**config.mk**
```make
export PLATFORM = sky130hd
export DESIGN_NAME = ram_sp_stream_ctrl
export DESIGN_NICKNAME = d
export VERILOG_FILES = /design/src/rtl/ram_sp_stream_ctrl.sv
export SDC_FILE = /design/constraint.sdc
export NUM_CORES = 1
export LEC_CHECK = 0
export ABC_AREA = 1
export CELL_PAD_IN_SITES_DETAIL_PLACEMENT = 0
export CELL_PAD_IN_SITES_GLOBAL_PLACEMENT = 1
export CORE_UTILIZATION = 38
export CTS_BUF_LIST = sky130_fd_sc_hd__clkbuf_4 sky130_fd_sc_hd__clkbuf_8
export DETAILED_ROUTE_END_ITERATION = 7
export PLACE_DENSITY_LB_ADDON = 0.1
export SYNTH_ARGS = -nofsm -noshare
export SYNTH_HDL_FRONTEND = slang
export SYNTH_SLANG_ARGS = --single-unit
```
**constraint.sdc**
```tcl
create_clock -name clk -period 11.5 [get_ports clk]
set_clock_uncertainty 0.05 [all_clocks]
set_input_delay 2.875 -clock clk [delete_from_list [all_inputs] [get_ports clk]]
set_output_delay 2.875 -clock clk [all_outputs]
set_load 0.01 [all_outputs]
```
**src/rtl/ram_sp_stream_ctrl.sv**
```systemverilog
// ram_sp_stream_ctrl: zero-fills a single-port byte-enable RAM after reset, then
// arbitrates write/read request streams onto its port and returns read data on a stream.
module ram_sp_stream_ctrl #(
    parameter  int ADDR_BITS = 10,
    parameter  int DATA_BITS = 64,
    localparam int STRB      = DATA_BITS / 8
) (
    input  logic                 clk,
    input  logic                 aresetn,
    input  logic                 s_wr_valid,
    output logic                 s_wr_ready,
    input  logic [ADDR_BITS-1:0] s_wr_addr,
    input  logic [DATA_BITS-1:0] s_wr_data,
    input  logic [STRB-1:0]      s_wr_strb,
    input  logic                 s_rd_valid,
    output logic                 s_rd_ready,
    input  logic [ADDR_BITS-1:0] s_rd_addr,
    output logic                 m_rd_valid,
    input  logic                 m_rd_ready,
    output logic [DATA_BITS-1:0] m_rd_data,
    output logic                 init_done,
    output logic                 ram_en,
    output logic [STRB-1:0]      ram_we,
    output logic [ADDR_BITS-1:0] ram_addr,
    output logic [DATA_BITS-1:0] ram_wdata,
    input  logic [DATA_BITS-1:0] ram_rdata
);
    typedef enum logic {INIT, RUN} state_t;
    state_t                 state, state_n;
    logic [ADDR_BITS-1:0]   init_cnt;
    logic                   inflight, last_rd;
    logic [DATA_BITS-1:0]   fifo [3];
    logic [1:0]             wp, rp, count;
    logic [2:0]             occ;
    logic                   run, rd_ok, rd_elig, wr_hs, rd_hs, push, pop;

    // A read may only issue if its response is guaranteed a FIFO slot.
    assign occ        = {1'b0, count} + {2'b0, inflight};
    assign rd_ok      = occ < 3'd3;
    assign run        = aresetn && state == RUN;
    assign rd_elig    = s_rd_valid && rd_ok;
    assign s_wr_ready = run && (!rd_elig || last_rd);
    assign s_rd_ready = run && rd_ok && (!s_wr_valid || !last_rd);
    assign wr_hs      = s_wr_valid && s_wr_ready;
    assign rd_hs      = s_rd_valid && s_rd_ready;
    assign push       = inflight;
    assign m_rd_valid = count != 2'd0;
    assign m_rd_data  = fifo[rp];
    assign pop        = m_rd_valid && m_rd_ready;

    always_comb begin
        state_n   = state;
        ram_en    = 1'b0;
        ram_we    = '0;
        ram_addr  = s_wr_addr;
        ram_wdata = s_wr_data;
        if (aresetn && state == INIT) begin
            ram_en    = 1'b1;
            ram_we    = '1;
            ram_addr  = init_cnt;
            ram_wdata = '0;
            state_n   = init_cnt == '1 ? RUN : INIT;
        end else if (wr_hs) begin
            ram_en = 1'b1;
            ram_we = s_wr_strb;
        end else if (rd_hs) begin
            ram_en   = 1'b1;
            ram_addr = s_rd_addr;
        end
    end

    always_ff @(posedge clk) begin
        if (!aresetn) begin
            state     <= INIT;
            init_cnt  <= '0;
            inflight  <= 1'b0;
            last_rd   <= 1'b0;
            wp        <= 2'd0;
            rp        <= 2'd0;
            count     <= 2'd0;
            init_done <= 1'b0;
        end else begin
            state     <= state_n;
            init_done <= state_n == RUN;
            init_cnt  <= state == INIT ? init_cnt + 1'b1 : init_cnt;
            inflight  <= rd_hs;
            last_rd   <= (wr_hs || rd_hs) ? rd_hs : last_rd;
            wp        <= push ? (wp == 2'd2 ? 2'd0 : wp + 2'd1) : wp;
            rp        <= pop ? (rp == 2'd2 ? 2'd0 : rp + 2'd1) : rp;
            count     <= count + {1'b0, push} - {1'b0, pop};
        end
    end

    always_ff @(posedge clk) begin
        if (aresetn && push)
            fifo[wp] <= ram_rdata;
    end
endmodule

```
After elaboration in Yosys (flattened, before gate mapping)

Memory sizes are Yosys's and may differ from the RTL's. A register that Yosys moved wholly into a read port is not among the register bits.
Cells that the tools add are included.

Register bits after elaboration: 19
Bits in writable memories: 192
Input bits: 161
Output and inout bits: 151
Word-level logic and storage cells: 52
Memories kept: 1

$add $sub $neg: 6
Order comparisons: 1
Equality and inequality tests: 3
Mux-type cells: 16
Bitwise gates (word level): 1
Reduce and logical (&&, ||, !) cells: 17

Memory list:

| memory | depth | width | read ports | clocked after memory_dff | wr ports | line | RTL |
|---|---|---|---|---|---|---|---|
| fifo   | 3     | 64    | 1          | 1                        | 1        | 32   | `logic [DATA_BITS-1:0] fifo [3];` |

Operators with widths:

| cell                  | number |
|---|---|
| $mux 64               | 1 |
| $mux 10               | 3 |
| $mux 8                | 2 |
| $add 10x1->10 const B | 1 |
| $eq 10x10->1 const B  | 1 |
| $logic_and 1x1->1     | 10 |
| $mux 2                | 4 |
| $mux 1                | 6 |
| $add 2x1->2 const B   | 2 |
| $eq 2x2->1 const B    | 2 |
| $add 2x1->3           | 1 |
| $logic_not 1->1       | 3 |
| $logic_or 1x1->1      | 3 |
| $lt 3x2->1 const B    | 1 |
| $add 2x1->2           | 1 |
| $reduce_bool 2->1     | 1 |
| $sub 2x1->2           | 1 |
| $not 1->1             | 1 |

Logic depth before layout (Yosys ltp)

Gate-level depths: netlist (run 1).

Depth after elaboration: 9
Gate-level depth with buffers: 10
Mapped depth without buffers: 10

Worst setup path before layout (run 1)

No wires, ideal clock.

Path type: input to register
From: input aresetn
To: memory fifo[2][0], enable pin
Library setup time: 0.565 ns
Arrival time: 7.332 ns
Data required time: 10.885 ns
Slack: 3.553 ns
Stages on the path: 2
Buffers on the path: 0
Path through: nand2_1 -> nor3_1

Cells in the longest elaborated chain, start to end: 3

Ends and longest elaborated chain:

| item                         | line | RTL |
|---|---|---|
| from (decl)                  | 9    | `input logic aresetn,` |
| $logic_and 1x1->1            | 95   | `if (aresetn && push)` |
| $mux 1                       | 95   |  |
| $mux 1 (not written as such) | 96   | `fifo[wp] <= ram_rdata;` |
| to (decl)                    | 32   |  |

Every way passes these cells.

Worst setup path after layout (run 1)

From: input aresetn
To: output ram_we[5]

Cells in the longest elaborated chain, start to end: 5
Elaborated cells on any way between the ends: 6
Classes of those cells: mux (2); reduce/logical (4)

Ends and longest elaborated chain:

| item              | line | RTL |
|---|---|---|
| $logic_and 1x1->1 | 40   | `assign run = aresetn && state == RUN;` |
| $logic_and 1x1->1 | 42   | `assign s_wr_ready = run && (!rd_elig \|\| last_rd);` |
| $logic_and 1x1->1 | 44   | `assign wr_hs = s_wr_valid && s_wr_ready;` |
| $mux 8            | 63   | `end else if (wr_hs) begin` |
| $mux 8 (*)        | 57   | `if (aresetn && state == INIT) begin` |
| to (decl)         | 23   | `output logic [STRB-1:0] ram_we,` |

Mark *: on every way between the ends. The rest lies on a longest branch, timed or not.

==> run_results.csv, run 1 <==
group,metric,value,unit
power,clkPwrFrac,0.350,
detailed_routing,drc,0,
global_routing,grt_first_pass_wirelength,38.67,mm
placement,port_buffers,311,
yosys,syn_nets,992,
detailed_routing,drt-initial-drc-count,250,
layout,area_delta_synth_final,45.89,%
critical_path,crit_path_max_fanout,76,
yosys,synth_area,8915,um^2
placement,gp_congestion,0.8434,
cts,numClockSinks,213,
floorplanning,die_height,155.2,um
power,power_density,141.0,nW/um^2
cts,clk-insertion-delay-late,0.50,ns
timing,tightest_slew,0.8842,ns
cts,cts_tree,"yes",
floorplanning,dieArea,24080,um^2
cts,htreeDepth,2,
global_routing,first_global_vias,6797,
timing,maxSlewViolCount,0,
yosys,yosysUniqueCellTypes,35,
cts,root_buffer,"clkbuf_8",
power,p_comb_frac,0.187,
placement,dp_hpwl,16.33,mm
detailed_routing,drt-vias-per-instance,4.612,
critical_path,critPathKind,"input port to output port",
yosys,ys_warn_count,0,
detailed_routing,post_drt_wl_per_cell,17.04,um
cts,cts_made_buffers,36,
floorplanning,ios,312,
cts,hold_buffers,0,
critical_path,cp-start-kind,"input port",
floorplanning,core-area,22850,um^2
timing,finalCriticalPeriod,8.577,ns
timing,rsz0062_at_grt,"no",
layout,drive_gt1_frac,0.07449,
critical_path,crit_required,8.58,ns
min_path,min-delay-path-class,"register to register",
global_routing,grt_overflow,0,
floorplanning,die_w,155.2,um
critical_path,cp_data_arrival_time,5.65,ns
power,p_leak,5.084,nW
cts,clock_path_buffers,3,
detailed_routing,wl,25.25,mm
layout,final_common_cell,"clkdlybuf4s50_1",
global_routing,track_usage,0.2120,
timing,setup-violations-final,0,
critical_path,endpoint_kind,"output port",
yosys,avgSynthCellArea,10.79,um^2
job,cap_violations,0,
power,ir_drop,106.2,uV
cts,post_cts.repair.setup_buffers,0,
power,seqPwrFrac,0.463,
timing,period_share,0.7459,
yosys,ys_seq_area_frac,0.6939,
layout,layout.nets,1309,
timing,hold_viol,0,
outcome,outcome,"finished, final reports clean",
detailed_routing,drtPass1Iterations,4,
cts,clkTransAtPathRegs,0.06,ns
layout,mostFrequentLayoutCells,"311 x clkdlybuf4s50_1, 192 x edfxtp_1, 139 x nor2_1",
floorplanning,rows,55,
power,p_int,1.386,mW
global_routing,grt_max_degree,77,
timing,setup-tns-final,0,ns
yosys,ys_ff_latch,213,
yosys,syn_inst,826,
detailed_routing,antenna_left,0,
floorplanning,initial_core_util,0.3902,
detailed_routing,vias,6835,
power,switchingPower,0.4479,mW
cts,cts_resized,0,
global_routing,antenna_found_initial,3,
timing,slew_headroom,0.4106,
timing,timing.fmax,0.1166,GHz
power,switching_share,0.2442,
layout,post-route-util,0.5693,
cell families after synthesis:
logic type               synth area share
AND/OR/NAND/NOR                    0.1356
flip-flops                         0.6939
AO/OA/AOI/OAI                     0.09053
buffers and inverters             0.07004
adder cells (fa/ha/maj)          0.007018
XOR/XNOR                         0.002948
stage by stage:
stage               hold WS (ns)  cell area, um^2  setup WS, ns  total power [mW]  instances
floorplan                 0.3959             8915         3.553             1.001        826
global route              0.4762            13010         2.713             1.921       1482
detailed placement        0.4344            12310         2.884             1.211       1418
finish                    0.4504            13010         2.923             1.834       1482
CTS                       0.4491            13000         2.884             1.860       1481
global placement          0.4381            12310         2.948             1.210       1418
sequential cells by signal (all words and copies together), names as in the netlist, named ones only:
| name | count |
|---|---|
| inflight | 1 |
| fifo | 192 |
| last_rd | 1 |
| state | 1 |
| init_cnt | 10 |
| count | 2 |
| wp | 2 |
| rp | 2 |
cells in the mapped netlist:
cell type / count / area, um^2
edfxtp_1: 192 / 5766
nor2_1: 141 / 529.3
a21oi_1: 134 / 670.6
nand2_1: 117 / 439.2
inv_1: 110 / 412.9
dfxtp_1: 21 / 420.4
clkbuf_1: 15 / 56.30
nand3_1: 14 / 70.07
nand4_1: 12 / 75.07
o21ai_0: 12 / 60.06
buf_1: 10 / 37.54
buf_2: 10 / 50.05
ha_1: 5 / 62.56
inv_2: 5 / 18.77
buf_6: 3 / 33.78
nor3_1: 3 / 15.01
nor2_4: 2 / 22.52
o22ai_1: 2 / 12.51
xor2_1: 2 / 17.52
a211oi_1: 1 / 7.510
a21oi_4: 1 / 16.27
a22o_1: 1 / 8.760
a31oi_1: 1 / 6.260
buf_4: 1 / 7.510
clkbuf_4: 1 / 7.510
nand2_2: 1 / 6.260
nand2_4: 1 / 11.26
nand3_2: 1 / 10.01
nand3_4: 1 / 17.52
nor2_2: 1 / 6.260
o211a_1: 1 / 10.01
o21bai_1: 1 / 7.510
o31ai_1: 1 / 7.510
or2_2: 1 / 6.260
xnor2_1: 1 / 8.760
path summary, 6_finish.rpt:
kind              slack, ns      from  cells past startpoint          end
setup / recovery       2.92   aresetn                      7    ram_we[5]
setup reg to reg       9.07  inflight                      3  fifo[2][53]
hold / removal         0.45     rp[1]                      2     register
hold reg to reg        0.45     rp[1]                      2     register
critical path, stage by stage:
cell and delay, ns:
clkdlybuf4s50_1 0.84, inv_2 0.17, nor2_4 0.11, buf_4 0.61, inv_2 0.31, o21ai_0 0.16
clkdlybuf4s50_1 0.57
per-layer routing:
| layer | wire length (um) | vias up | GRT usage |
|---|---|---|---|
| li1 | - | 3396 | - |
| met1 | 10750 | 3207 | 0.2686 |
| met2 | 12220 | 186 | 0.3522 |
| met3 | 1649 | 42 | 0.05543 |
| met4 | 602 | 4 | 0.07166 |
| met5 | 22 | - | 0 |
power by group through the flow:
stage	sequential (mW)	clock, mW	combinational, mW
after floorplan	0.865	0	0.136
after global placement	0.865	0	0.345
after detailed placement	0.865	0	0.346
after CTS	0.849	0.663	0.348
after global routing	0.849	0.702	0.371
final	0.849	0.642	0.343
cell type report:
| type | count | area [um^2] |
|---|---|---|
| Fill cell | 2027 | 9841 |
| Sequential cell | 213 | 6188 |
| Timing Repair Buffer | 319 | 3173 |
| Multi-Input combinational cell | 458 | 2125 |
| Clock buffer | 55 | 650.6 |
| Inverter | 115 | 431.7 |
| Tap cell | 313 | 391.6 |
| Clock inverter | 8 | 43.79 |
| Antenna cell | 1 | 2.502 |
No activity file was read; power rests on OpenSTA's default activity.
==> run 2: changes to the inputs <==
CORE_UTILIZATION = 32   (was 38)
clock period = 7.1 ns   (was 11.5 ns; I/O delays follow)
==> run 2 against run 1 <==
Net effect: first-iteration DRC count grew 40%; worst hold slack worse by 0.012 ns; non-clock buffer count rose by 1; register-to-register slack worse by 4.3 ns; sequential share of layout area is 0.68 points lower; core utilization decreased by 8.4 points; cell count increased by 4.3%; sequential power up 63%; worst setup slack worse by 1.5 ns; routed wire length is 1.3% lower; critical endpoint is now ram_addr[6].
==> run_results.csv, run 2 (same netlist as run 1, synthesis figures left out) <==
group,metric,value,unit
cts,post_cts.repair.setup_buffers,0,
floorplanning,die_height,168.9,um
detailed_routing,drt-vias-per-instance,4.410,
critical_path,cpPeakStageDelay,0.54,ns
critical_path,rr_worst_depth,3,
global_routing,first_global_vias,6927,
floorplanning,ios,312,
timing,setup-tns-final,0,ns
floorplanning,initial_core_util,0.3280,
detailed_routing,drtPass1Iterations,4,
timing,slew_headroom,0.2605,
min_path,holdPathStages,2,
timing,hold_viol,0,
critical_path,endpoint_kind,"output port",
layout,layout.nets,1311,
cts,htreeDepth,2,
critical_path,crit_required,5.28,ns
cts,cts_resized,0,
timing,setup_slack,1.428,ns
critical_path,path_depth,9,
critical_path,critPathLaunch,"aresetn",
placement,gp_congestion,0.7898,
floorplanning,core-area,27180,um^2
floorplanning,dieArea,28530,um^2
min_path,min-delay-path-class,"register to register",
cts,cts_tree,"yes",
global_routing,grt_max_degree,65,
cts,clock_path_buffers,3,
cts,cts_made_buffers,37,
min_path,min-delay-start,"rp[1]",
critical_path,r2r-end,"fifo[2][58]",
critical_path,r2r-start,"inflight",
timing,period_share,0.7989,
detailed_routing,antenna_left,0,
detailed_routing,post_drt_wl_per_cell,16.12,um
timing,tightest_slew,1.103,ns
timing,finalCriticalPeriod,5.672,ns
detailed_routing,drt-initial-drc-count,349,
layout,largest_register_ffs,192,
layout,area_delta_synth_final,48.00,%
critical_path,critPathTopFamily,"buffers and inverters",
timing,rsz0062_at_grt,"no",
critical_path,crit_chain,"clkdlybuf4s50_1, buf_4, nand2_4, nor2_4, nand3_4, nand2_1, nand3_1, nand2_1, clkdlybuf4s50_1",
cts,hold_buffers,0,
placement,pre_cts_ws,1.428,ns
power,p_leak,5.147,nW
cts,clkTransAtPathRegs,0.05,ns
power,power_density,231.3,nW/um^2
floorplanning,die_w,168.9,um
layout,final_common_cell,"clkdlybuf4s50_1",
timing,maxSlewViolCount,0,
placement,port_buffers,311,
critical_path,path_buf_inv,3,
cts,root_buffer,"clkbuf_8",
cts,numClockSinks,213,
global_routing,grt_overflow,0,
layout,mostFrequentLayoutCells,"311 x clkdlybuf4s50_1, 192 x edfxtp_1, 139 x nor2_1",
floorplanning,rows,60,
detailed_routing,vias,6813,
power,ir_drop,148.5,uV
job,cap_violations,0,
layout,reg_top3,"fifo x192, init_cnt x10",
timing,whs,0.4385,ns
global_routing,track_usage,0.1749,
global_routing,antenna_found_initial,1,
critical_path,cp_data_arrival_time,3.85,ns
detailed_routing,drc,0,
critical_path,rrSetupSlack,4.79,ns
timing,timing.fmax,0.1763,GHz
critical_path,slowest_stage,"clkdlybuf4s50_1",
layout,top_register,"fifo",
cts,clk-insertion-delay-late,0.52,ns
placement,dp_hpwl,15.90,mm
detailed_routing,wl,24.91,mm
critical_path,critPathKind,"input port to output port",
layout,antenna_cells,0,
timing,setup-violations-final,0,
critical_path,cp-start-kind,"input port",
global_routing,grt_first_pass_wirelength,38.37,mm
layout,post-route-util,0.4855,
critical_path,crit_path_max_fanout,13,
outcome,outcome,"finished, final reports clean",
layout,drive_gt1_frac,0.07928,
power,power.total,3.052,mW
-- run 2: changes by cell type in the layout (fill, tap and decap cells not counted), sizes merged --
cell,change
clkbuf,+6
buf,+1
diode,-1
inv,+1
clkinvlp,-3
-- run 2: stage by stage --
| step | instance area, um^2 | cells |
|---|---|---|
| after detailed placement | 12430 | 1478 |
| after floorplan | 8915 | 826 |
| after CTS | 13190 | 1545 |
| final | 13190 | 1545 |
| after global placement | 12430 | 1478 |
| after global routing | 13190 | 1545 |
-- run 2: worst max path at each step --
stage	end
finish	ram_addr[6]
global route	ram_addr[6]
CTS	ram_addr[6]
detailed placement	ram_addr[6]
global placement	ram_we[2]
floorplan	fifo[2][0]
-- run 2: area by class of cell --
cell class	count	area, um^2
timing repair buffer	320	3218
sequential	213	6188
clock inverter	6	37.54
tap	372	465.4
clock buffer	61	726.9
inverter	115	432.9
multi-input combinational	458	2125
fill	2552	13980
-- run 2: layer usage --
metal	up-vias	track usage	part of all wire
met5	-	0	0.00060
met4	2	0.05020	0.019
met3	39	0.05050	0.068
met2	205	0.2972	0.49
met1	3158	0.2155	0.42
li1	3409	-	-
-- run 2: worst min-delay path, cell delays in order, from the launching register on --
cell,delay [ns]
dfxtp_1,0.31
inv_1,0.07
a211oi_1,0.07
-- run 2: where the power goes --
group,switching [mW],internal [mW],total [mW]
clock,0.476,0.649,1.13
sequential,0.00428,1.37,1.38
combinational,0.260,0.291,0.551
total,0.740,2.31,3.05
